==> config.mk <==
export PLATFORM = sky130hd
export DESIGN_NAME = fetch_unit_flat
export DESIGN_NICKNAME = d
export VERILOG_FILES = /design/src/rtl/fetch_unit_if.sv /design/src/rtl/fetch_unit.sv /design/src/flat_wrapper.sv
export SDC_FILE = /design/constraint.sdc
export NUM_CORES = 1
export LEC_CHECK = 0
export BUFFER_PORTS_ARGS = -buffer_cell sky130_fd_sc_hd__buf_2
export CORE_MARGIN = 3
export CORE_UTILIZATION = 25
export CTS_BUF_LIST = sky130_fd_sc_hd__clkbuf_4 sky130_fd_sc_hd__clkbuf_8
export DETAILED_ROUTE_END_ITERATION = 6
export GPL_TIMING_DRIVEN = 0
export PLACE_DENSITY = 0.47
export SYNTH_ARGS = -nofsm -noshare
export SYNTH_HDL_FRONTEND = slang
export SYNTH_SLANG_ARGS = --single-unit
==> constraint.sdc <==
create_clock -name clk -period 1.7 [get_ports clk]
set_input_delay 0 -clock clk [delete_from_list [all_inputs] [get_ports clk]]
set_output_delay 0 -clock clk [all_outputs]
set_load 0.005 [all_outputs]
==> src/rtl/fetch_unit_if.sv <==
// -----------------------------------------------------------------------------
// fetch_unit_if
// Bundles the instruction-memory bus, the hazard/redirect controls and the
// IF/ID register outputs of the fetch stage.
//
// Signals:
//   imem_addr    fetch -> imem   instruction-memory address (current PC)
//   imem_rdata   imem  -> fetch  16-bit word at imem_addr, same-cycle read
//   stall        later -> fetch  hold request from the hazard unit
//   redirect     later -> fetch  branch taken / flush request
//   redirect_pc  later -> fetch  new PC when redirect=1
//   if_id_valid  fetch -> decode IF/ID holds a real instruction
//   if_id_instr  fetch -> decode first instruction word
//   if_id_opcode fetch -> decode if_id_instr[15:7]
//   if_id_imm    fetch -> decode second word of a two-word instruction, else 0
//   if_id_pc     fetch -> decode address of the first word
//
// Modports:
//   master  the fetch unit
//   slave   the environment (memory, hazard unit, decode)
// -----------------------------------------------------------------------------
interface fetch_unit_if #(
    parameter int ADDR_W = 32
);
    logic [ADDR_W-1:0] imem_addr;
    logic [15:0]       imem_rdata;
    logic              stall;
    logic              redirect;
    logic [ADDR_W-1:0] redirect_pc;
    logic              if_id_valid;
    logic [15:0]       if_id_instr;
    logic [8:0]        if_id_opcode;
    logic [15:0]       if_id_imm;
    logic [ADDR_W-1:0] if_id_pc;

    modport master (
        output imem_addr,
        input  imem_rdata,
        input  stall,
        input  redirect,
        input  redirect_pc,
        output if_id_valid,
        output if_id_instr,
        output if_id_opcode,
        output if_id_imm,
        output if_id_pc
    );

    modport slave (
        input  imem_addr,
        output imem_rdata,
        output stall,
        output redirect,
        output redirect_pc,
        input  if_id_valid,
        input  if_id_instr,
        input  if_id_opcode,
        input  if_id_imm,
        input  if_id_pc
    );
endinterface

==> src/rtl/fetch_unit.sv <==
// -----------------------------------------------------------------------------
// fetch_unit
// Instruction fetch stage plus IF/ID register. Drives the instruction-memory
// address from the PC, assembles one- and two-word instructions and presents
// them to decode. LDM/LDD/STD carry a second (immediate) word; every other
// opcode is one word.
//
// Ports:
//   clk     system clock, rising edge
//   rst_n   synchronous active-low reset
//   bus     fetch_unit_if.master (imem bus, stall/redirect, IF/ID outputs)
//   fetch_count, bubble_count  (only with FETCH_PERF_CNT_EN) 32-bit counters
//
// Parameters:
//   ADDR_W        PC / instruction-memory address width
//   RESET_VECTOR  PC value loaded on reset
//
// Optional feature macro: FETCH_PERF_CNT_EN
//   When defined, fetch_count counts edges that load a valid instruction into
//   IF/ID and bubble_count counts bubbles caused by redirect or IMM entry.
// -----------------------------------------------------------------------------
module fetch_unit #(
    parameter int                ADDR_W       = 32,
    parameter logic [ADDR_W-1:0] RESET_VECTOR = '0
) (
    input  logic         clk,
    input  logic         rst_n,
    fetch_unit_if.master bus
`ifdef FETCH_PERF_CNT_EN
    ,
    output logic [31:0]  fetch_count,
    output logic [31:0]  bubble_count
`endif
);

    typedef enum logic {
        FIRST = 1'b0,
        IMM   = 1'b1
    } state_e;

    localparam logic [8:0] OP_LDM = 9'b0_0110_0010;
    localparam logic [8:0] OP_LDD = 9'b0_0110_0011;
    localparam logic [8:0] OP_STD = 9'b0_0110_0100;

    function automatic logic is_two_word(input logic [8:0] op);
        return (op == OP_LDM) || (op == OP_LDD) || (op == OP_STD);
    endfunction

    state_e            state_q, state_d;
    logic [ADDR_W-1:0] pc_q, pc_d;
    logic [15:0]       hold_q, hold_d;
    logic [ADDR_W-1:0] hold_pc_q, hold_pc_d;
    logic              valid_q, valid_d;
    logic [15:0]       instr_q, instr_d;
    logic [15:0]       imm_q, imm_d;
    logic [ADDR_W-1:0] if_pc_q, if_pc_d;
    logic              fetch_evt;
    logic              bubble_evt;

    always_comb begin
        state_d    = state_q;
        pc_d       = pc_q;
        hold_d     = hold_q;
        hold_pc_d  = hold_pc_q;
        valid_d    = valid_q;
        instr_d    = instr_q;
        imm_d      = imm_q;
        if_pc_d    = if_pc_q;
        fetch_evt  = 1'b0;
        bubble_evt = 1'b0;

        if (bus.redirect) begin
            // Flush: any half-assembled two-word instruction is dropped.
            pc_d       = bus.redirect_pc;
            state_d    = FIRST;
            valid_d    = 1'b0;
            bubble_evt = 1'b1;
        end else if (!bus.stall) begin
            pc_d = pc_q + ADDR_W'(1);
            case (state_q)
                FIRST: begin
                    if (is_two_word(bus.imem_rdata[15:7])) begin
                        hold_d     = bus.imem_rdata;
                        hold_pc_d  = pc_q;
                        state_d    = IMM;
                        valid_d    = 1'b0;
                        bubble_evt = 1'b1;
                    end else begin
                        instr_d   = bus.imem_rdata;
                        imm_d     = 16'h0000;
                        if_pc_d   = pc_q;
                        valid_d   = 1'b1;
                        fetch_evt = 1'b1;
                    end
                end
                IMM: begin
                    // The word on the bus now is data, never an opcode.
                    instr_d   = hold_q;
                    imm_d     = bus.imem_rdata;
                    if_pc_d   = hold_pc_q;
                    valid_d   = 1'b1;
                    state_d   = FIRST;
                    fetch_evt = 1'b1;
                end
                default: state_d = FIRST;
            endcase
        end
    end

    always_ff @(posedge clk) begin
        if (!rst_n) begin
            state_q   <= FIRST;
            pc_q      <= RESET_VECTOR;
            hold_q    <= '0;
            hold_pc_q <= '0;
            valid_q   <= 1'b0;
            instr_q   <= '0;
            imm_q     <= '0;
            if_pc_q   <= '0;
        end else begin
            state_q   <= state_d;
            pc_q      <= pc_d;
            hold_q    <= hold_d;
            hold_pc_q <= hold_pc_d;
            valid_q   <= valid_d;
            instr_q   <= instr_d;
            imm_q     <= imm_d;
            if_pc_q   <= if_pc_d;
        end
    end

    assign bus.imem_addr    = pc_q;
    assign bus.if_id_valid  = valid_q;
    assign bus.if_id_instr  = instr_q;
    assign bus.if_id_opcode = instr_q[15:7];
    assign bus.if_id_imm    = imm_q;
    assign bus.if_id_pc     = if_pc_q;

`ifdef FETCH_PERF_CNT_EN
    logic [31:0] fetch_cnt_q, fetch_cnt_d;
    logic [31:0] bubble_cnt_q, bubble_cnt_d;

    always_comb begin
        fetch_cnt_d  = fetch_cnt_q + {31'd0, fetch_evt};
        bubble_cnt_d = bubble_cnt_q + {31'd0, bubble_evt};
    end

    always_ff @(posedge clk) begin
        if (!rst_n) begin
            fetch_cnt_q  <= '0;
            bubble_cnt_q <= '0;
        end else begin
            fetch_cnt_q  <= fetch_cnt_d;
            bubble_cnt_q <= bubble_cnt_d;
        end
    end

    assign fetch_count  = fetch_cnt_q;
    assign bubble_count = bubble_cnt_q;
`else
    // Event strobes only feed the optional counters.
    logic unused_evt;
    assign unused_evt = fetch_evt ^ bubble_evt;
`endif

endmodule
==> src/flat_wrapper.sv <==
// flat-port wrapper written by rule: the top's interface ports become plain ports
module fetch_unit_flat 
#(
    parameter int                ADDR_W       = 32,
    parameter logic [ADDR_W-1:0] RESET_VECTOR = '0
)
  (clk, rst_n, bus_imem_addr, bus_imem_rdata, bus_stall, bus_redirect, bus_redirect_pc, bus_if_id_valid, bus_if_id_instr, bus_if_id_opcode, bus_if_id_imm, bus_if_id_pc);
  fetch_unit_if #(.ADDR_W(ADDR_W)) bus_i ();
  input  logic clk;
  input  logic rst_n;
  output wire logic [$bits(bus_i.imem_addr)-1:0] bus_imem_addr;
  input wire logic [$bits(bus_i.imem_rdata)-1:0] bus_imem_rdata;
  input wire logic [$bits(bus_i.stall)-1:0] bus_stall;
  input wire logic [$bits(bus_i.redirect)-1:0] bus_redirect;
  input wire logic [$bits(bus_i.redirect_pc)-1:0] bus_redirect_pc;
  output wire logic [$bits(bus_i.if_id_valid)-1:0] bus_if_id_valid;
  output wire logic [$bits(bus_i.if_id_instr)-1:0] bus_if_id_instr;
  output wire logic [$bits(bus_i.if_id_opcode)-1:0] bus_if_id_opcode;
  output wire logic [$bits(bus_i.if_id_imm)-1:0] bus_if_id_imm;
  output wire logic [$bits(bus_i.if_id_pc)-1:0] bus_if_id_pc;
  assign bus_imem_addr = bus_i.imem_addr;
  assign bus_i.imem_rdata = bus_imem_rdata;
  assign bus_i.stall = bus_stall;
  assign bus_i.redirect = bus_redirect;
  assign bus_i.redirect_pc = bus_redirect_pc;
  assign bus_if_id_valid = bus_i.if_id_valid;
  assign bus_if_id_instr = bus_i.if_id_instr;
  assign bus_if_id_opcode = bus_i.if_id_opcode;
  assign bus_if_id_imm = bus_i.if_id_imm;
  assign bus_if_id_pc = bus_i.if_id_pc;
  fetch_unit #(.ADDR_W(ADDR_W), .RESET_VECTOR(RESET_VECTOR)) u_core (.clk(clk), .rst_n(rst_n), .bus(bus_i));
endmodule
==> results of run 1 <==
-- cell type report --
cell class	instances	area, um2
inverters	6	22.5
clock inverters	9	106
flip-flops and latches	146	3020
clock buffers	21	283
well taps	341	427
multi-input cells	548	3710
fillers	2839	17300
plain buffers	72	429
repair buffers	264	1720
-- flip-flops by register name (all words and copies together), names as in the netlist --
name and cells:
u_core.hold_pc_q 32, u_core.state_q 1, u_core.bus.if_id_imm 16, u_core.bus.imem_addr 32, u_core.hold_q 16, u_core.bus.if_id_pc 32, u_core.bus.if_id_valid 1, u_core.bus.if_id_instr 16
-- routing by layer --
| metal | GRT usage | share of wire |
|---|---|---|
| met1 | 0.235 | 0.47 |
| met2 | 0.285 | 0.47 |
| met3 | 0.0309 | 0.052 |
| met4 | 0.0462 | 0.012 |
| met5 | 0 | 0 |
-- critical path, cell delays in order (launching register included) --
cell and delay, ns:
dfxtp_4 0.40, nand3_4 0.08, or4_4 0.58, or4_1 0.41, a31oi_1 0.16
-- worst max path at each step --
stage | startpoint | endpoint | depth (start not counted)
floorplan | u_core.bus.imem_addr[6] | u_core.bus.imem_addr[19] | 5
global placement | u_core.state_q | u_core.bus.if_id_pc[13] | 6
detailed placement | u_core.state_q | u_core.bus.if_id_pc[13] | 6
CTS | u_core.bus.imem_addr[8] | u_core.bus.imem_addr[17] | 6
global route | u_core.bus.imem_addr[9] | u_core.bus.imem_addr[25] | 4
finish | u_core.bus.imem_addr[9] | u_core.bus.imem_addr[25] | 4
-- power groups by stage --
| stage | Combinational (mW) | Clock, mW | Sequential (mW) |
|---|---|---|---|
| 2_1_floorplan | 0.411 | 0 | 3.75 |
| 3_3_place_gp | 0.806 | 0 | 3.81 |
| 3_5_place_dp | 0.808 | 0 | 3.81 |
| 4_1_cts | 1.03 | 2.87 | 3.68 |
| 5_1_grt | 1.17 | 2.98 | 3.70 |
| 6_report | 1.06 | 2.77 | 3.68 |
-- synthesized netlist by cell type (all sizes together), types with 2 or more instances --
| cell type | instances | share of area |
|---|---|---|
| nand2b | 5 | 0.0045 |
| nand4 | 27 | 0.025 |
| buf | 21 | 0.019 |
| nand3b | 4 | 0.0044 |
| or3 | 8 | 0.0073 |
| and4 | 7 | 0.0091 |
| dfxtp | 146 | 0.42 |
| o211a | 56 | 0.081 |
| nor4 | 6 | 0.0055 |
| o2111a | 2 | 0.0033 |
| o2111ai | 5 | 0.0064 |
| a21oi | 8 | 0.0058 |
| mux2i | 45 | 0.065 |
| or3b | 2 | 0.0025 |
| a32oi | 3 | 0.0038 |
| nand3 | 68 | 0.050 |
| xor2 | 6 | 0.0076 |
| o31ai | 4 | 0.0044 |
| nor3b | 3 | 0.0033 |
| or4 | 9 | 0.010 |
| a211oi | 3 | 0.0033 |
| nand2 | 114 | 0.062 |
| a21boi | 58 | 0.063 |
| o21a | 2 | 0.0022 |
| and3 | 10 | 0.0093 |
| o21ai | 47 | 0.034 |
| nor3 | 4 | 0.0029 |
| nor2b | 2 | 0.0018 |
| clkbuf | 58 | 0.033 |
| a31oi | 8 | 0.0073 |
| xnor2 | 5 | 0.0064 |
| and2 | 2 | 0.0018 |
| inv | 6 | 0.0033 |
| nor2 | 11 | 0.0060 |
| o211ai | 5 | 0.0055 |
-- metrics by stage --
stage	instance area, um2	std cells
after floorplan	6920	781
after global placement	8120	1278
after detailed placement	8120	1278
after CTS	9510	1394
after global routing	9720	1407
final	9720	1407
-- timing repair --
action / in CTS / in global routing
resized for setup: 80 / 62
setup buffers: 43 / 16
setup endpoints to repair: 137 / 107
hold endpoints to repair: 70 / 1
pin swaps: 12 / 11
-- kinds of logic (layout without fill, tap and decap cells) --
family | count (synthesis) | count (layout) | synth area share
muxes | 45 | 45 | 0.0654
DFF | 146 | 146 | 0.424
buffers and inverters | 87 | 372 | 0.0585
and+or+nand+nor | 287 | 287 | 0.212
xor gates and xnor gates | 11 | 11 | 0.0140
AOI/OAI and AO/OA | 204 | 204 | 0.224
adders and majority gates | 1 | 1 | 0.00182
==> impl_metrics.ini, run 1 <==
[finish]
areaGrowthSynthToFinish_pct = 41.1
final_cell_mix = buf_2 (157), dfxtp_1 (115), nand2_1 (112), buf_4 (73), nand3_1 (62)
n_antenna_cell = 0
drive_above_1_share = 0.324
layout_commonest_cell = buf_2
fin_nets = 1108
post-route-util = 0.360

[power_and_ir_drop]
peakVddDrop_uv = 378
intPower_mw = 5.48
clockPowerShare = 0.369
powerDensity_nw_per_um2 = 772
power.leakage_nw = 4.30
swShare = 0.270
seqPwrFrac = 0.490
p_sw_mw = 2.03
p_comb_frac = 0.141
power.total_mw = 7.51

[yosys]
synth-seq-area-share = 0.424
synth_edf_count = 0
synthFlopType = dfxtp_1
synth_nets = 834
avgSynthCellArea_um2 = 8.82
synthCells = 781
synth_seq_cells = 146
synth-async-reset-ratio = 0
syn_area_um2 = 6890
yosysUniqueCellTypes = 57
yosysWarnings = 0

[setup_path]
cp_max_fo = 6
r2r-start = u_core.bus.imem_addr[9]
cp-end-kind = register
r2r_cells = 4
rrSetupSlack_ns = -0.003
required_ns = 2.07
startpoint_type = register
timing.rr.end = u_core.bus.imem_addr[25]
crit_type = reg2reg
worstPathArrival_ns = 2.07

[clock_network]
clock_latency_ns = 0.45
cts_sinks = 146
cts_tree = done
cts.hold.buffers_added = 49
htreeDepth = 4
cts_buffers = 17
cts_root_buf = clkbuf_8
cts.clk_slew.worst_paths_ns = 0.08
cts_buffer_depth = 2

[placed_design]
port-buffer-count = 156
routabilityCongestion = 0.809
dp_hpwl_um = 18700
place_ws_ns = -0.713

[sta]
finalHoldViolations = 1
slew_headroom = 0.282
setup_tns_ns = -0.00256
rsz0062_at_grt = yes
tightest_slew_ns = 1.07
period_minus_slack_ns = 1.70
finalWorstSetupSlack_ns = -0.00256
finClkSkew_ns = 0.0194
slew_violations = 0
whs_ns = -0.0434
fin_crit_sh = 1.00
fmax_ghz = 0.587
setup_viol = 1

[job]
drv_cap = 0

[hold_path]
hold_start = rst_n
hold_end = u_core.bus.imem_addr[28]
worstHoldPathType = in2reg
whs_path_depth = 4

[global_routing]
antenna_found_initial = 0
grt_max_degree = 17
globalRoute.totalOverflow = 0
grt_use_total = 0.173
grt_pass1_wl_um = 39300
grt_pass1_vias = 6773

[route]
routedWlPerCell_um = 18.4
viasPerCell = 4.95
route.detailed.drc = 0
drtPass1Iterations = 5
drtIter0Drc = 363
drtAntennaViolNets = 0
num_vias = 6966
wirelength_um = 25900

[status]
violations = hold timing, setup timing
status = finished with violations

[floorplanning]
ios = 158
die_y_um = 172
start_util = 0.255
coreArea_um2 = 27000
fp-row-count = 60
die_w_um = 172
die_area_um2 = 29600
No activity file was read; power rests on OpenSTA's default activity.
==> run 2: changes to the inputs <==
- HOLD_SLACK_MARGIN: default -> 0.02
- PLACE_DENSITY: 0.47 -> default
- PLACE_DENSITY_LB_ADDON: default -> 0.08
==> run 2 against run 1 <==
  * Power increased by 4.4%
  * Die area stayed put
  * Combinational power about the same
  * Global-route usage grew 1.0 points
  * Critical path type unchanged
  * Count of clock-buffer cells in the layout fell by 2
  * The run ends with setup timing left
==> impl_metrics.ini, run 2 (synthesized netlist as in run 1, its figures left out) <==
[sta]
rsz0062_at_grt = yes
setup_viol = 1
slew_headroom = 0.281
finalHoldViolations = 0
finClkSkew_ns = 0.0129
slew_violations = 0
finalWorstSetupSlack_ns = -0.0521
period_minus_slack_ns = 1.75
whs_ns = 0.0613
fmax_ghz = 0.571
tightest_slew_ns = 1.08
fin_crit_sh = 1.03

[setup_path]
required_ns = 2.08
path_cells = nand3_4 > or4_4 > or4_4 > a31oi_1
cp_max_fo = 6
crit_type = reg2reg
rrSetupSlack_ns = -0.05
timing.rr.end = u_core.bus.imem_addr[25]
cp_common_cell = or4_4
cp_slowest_cell = or4_4
slowest_delay_ns = 0.60
worstPathArrival_ns = 2.13
r2r-start = u_core.bus.imem_addr[10]
r2r_cells = 4
cp-end-kind = register
startpoint_type = register

[power_and_ir_drop]
powerDensity_nw_per_um2 = 793
power.leakage_nw = 4.37
peakVddDrop_uv = 383

[route]
route.detailed.drc = 0
viasPerCell = 4.92
wirelength_um = 27400
drtPass1Iterations = 6
drtIter0Drc = 466
drtAntennaViolNets = 0
num_vias = 6994
routedWlPerCell_um = 19.3

[floorplanning]
start_util = 0.255
coreArea_um2 = 27000
ios = 158
die_w_um = 172
fp-row-count = 60
die_area_um2 = 29600
die_y_um = 172

[clock_network]
clock_latency_ns = 0.45
cts_tree = done
cts_buffers = 17
cts_buffer_depth = 2
htreeDepth = 4
cts_sinks = 146
cts_root_buf = clkbuf_8
cts.clk_slew.worst_paths_ns = 0.09

[global_routing]
top_usage_layer = met2
grt_use_met1 = 0.247
grt_pass1_vias = 6920
grt_pass1_wl_um = 41200
antenna_found_initial = 0
grtUsageMet2 = 0.308
grt_util_met3 = 0.0295
grt_use_total = 0.183
grt_max_degree = 17
globalRoute.totalOverflow = 0

[finish]
areaGrowthSynthToFinish_pct = 43.5
fin_nets = 1120
layout_commonest_cell = buf_2
fill_cells = 2911
post-route-util = 0.366
n_antenna_cell = 0
drive_above_1_share = 0.331
final_cell_mix = buf_2 (159), dfxtp_1 (116), nand2_1 (112), buf_4 (75), nand3_1 (62)

[hold_path]
hold_start = rst_n
whs_path_depth = 4
hold_end = u_core.bus.imem_addr[28]
worstHoldPathType = in2reg

[status]
violations = setup timing
status = finished with violations

[placed_design]
port-buffer-count = 156
dp_hpwl_um = 19600
routabilityCongestion = 0.802
place_ws_ns = -0.891

[job]
drv_cap = 0
## run 2: changes by cell type in the layout (fill, tap and decap cells not counted), moves of 2 or more
cell,delta
buf_2,+2
clkbuf_2,-2
buf_4,+2
buf_6,+4
dfxtp_2,-2
clkinvlp_4,+2
bufinv_16,+2
clkbuf_4,+3
clkinv_4,+2
a21boi_0,+2
a21boi_1,-2
## run 2: critical path: cells and delay by family, from the launching register on
kind / cells / cell delay [ns]
compound gates: 1 / 0.16
simple gates: 3 / 1.12
flops: 1 / 0.40
## run 2: repair_timing
action,in CTS,in global routing
resized for setup,92,53
setup endpoints to repair,137,115
hold endpoints to repair,71,0
hold buffers,50,0
pin swaps,11,14
setup buffers,44,24
## run 2: report_power, final
group          switching (mW)  internal [mW]
Clock                    1.44           1.65
Combinational           0.548          0.527
Sequential              0.135           3.54
Total                    2.12           5.72
## run 2: metal layers
layer  part of all wire  vias up  wire length (um)
met4              0.011        0               313
met2               0.48      170             13000
met3              0.041       19              1120
met1               0.47     3369             13000
li1                   -     3436                 -
met5                  0        -                 0
## run 2: final cells by class
class / instances / area, um2 / share of cell area
clock inverter: 13 / 185 / 0.0187
timing repair buffer: 274 / 1810 / 0.183
inverter: 6 / 22.5 / 0.00228
multi-input combinational: 548 / 3710 / 0.376
tap: 341 / 427 / 0.0432
sequential: 146 / 3020 / 0.306
clock buffer: 19 / 255 / 0.0258
buffer: 74 / 450 / 0.0456
## run 2: per-stage QoR
stage | TNS, ns | total power [mW] | cells | instance area, um2
2_1_floorplan | -0.00735 | 4.16 | 781 | 6920
6_report | -0.0521 | 7.84 | 1421 | 9880
4_1_cts | -0.0812 | 7.91 | 1399 | 9600
3_3_place_gp | -68.24 | 4.63 | 1278 | 8120
5_1_grt | -0.320 | 8.21 | 1421 | 9880
3_5_place_dp | -68.66 | 4.62 | 1278 | 8120
## run 2: worst max-delay path by stage
stage	startpoint	end	slack [ns]
after floorplan	u_core.bus.imem_addr[6]	u_core.bus.imem_addr[19]	-0.007
after global placement	u_core.state_q	u_core.bus.if_id_pc[13]	-0.84
after detailed placement	u_core.state_q	u_core.bus.if_id_pc[13]	-0.89
after CTS	u_core.bus.imem_addr[11]	u_core.bus.imem_addr[25]	-0.06
after global routing	u_core.bus.imem_addr[10]	u_core.bus.imem_addr[25]	-0.1
final	u_core.bus.imem_addr[10]	u_core.bus.imem_addr[25]	-0.05
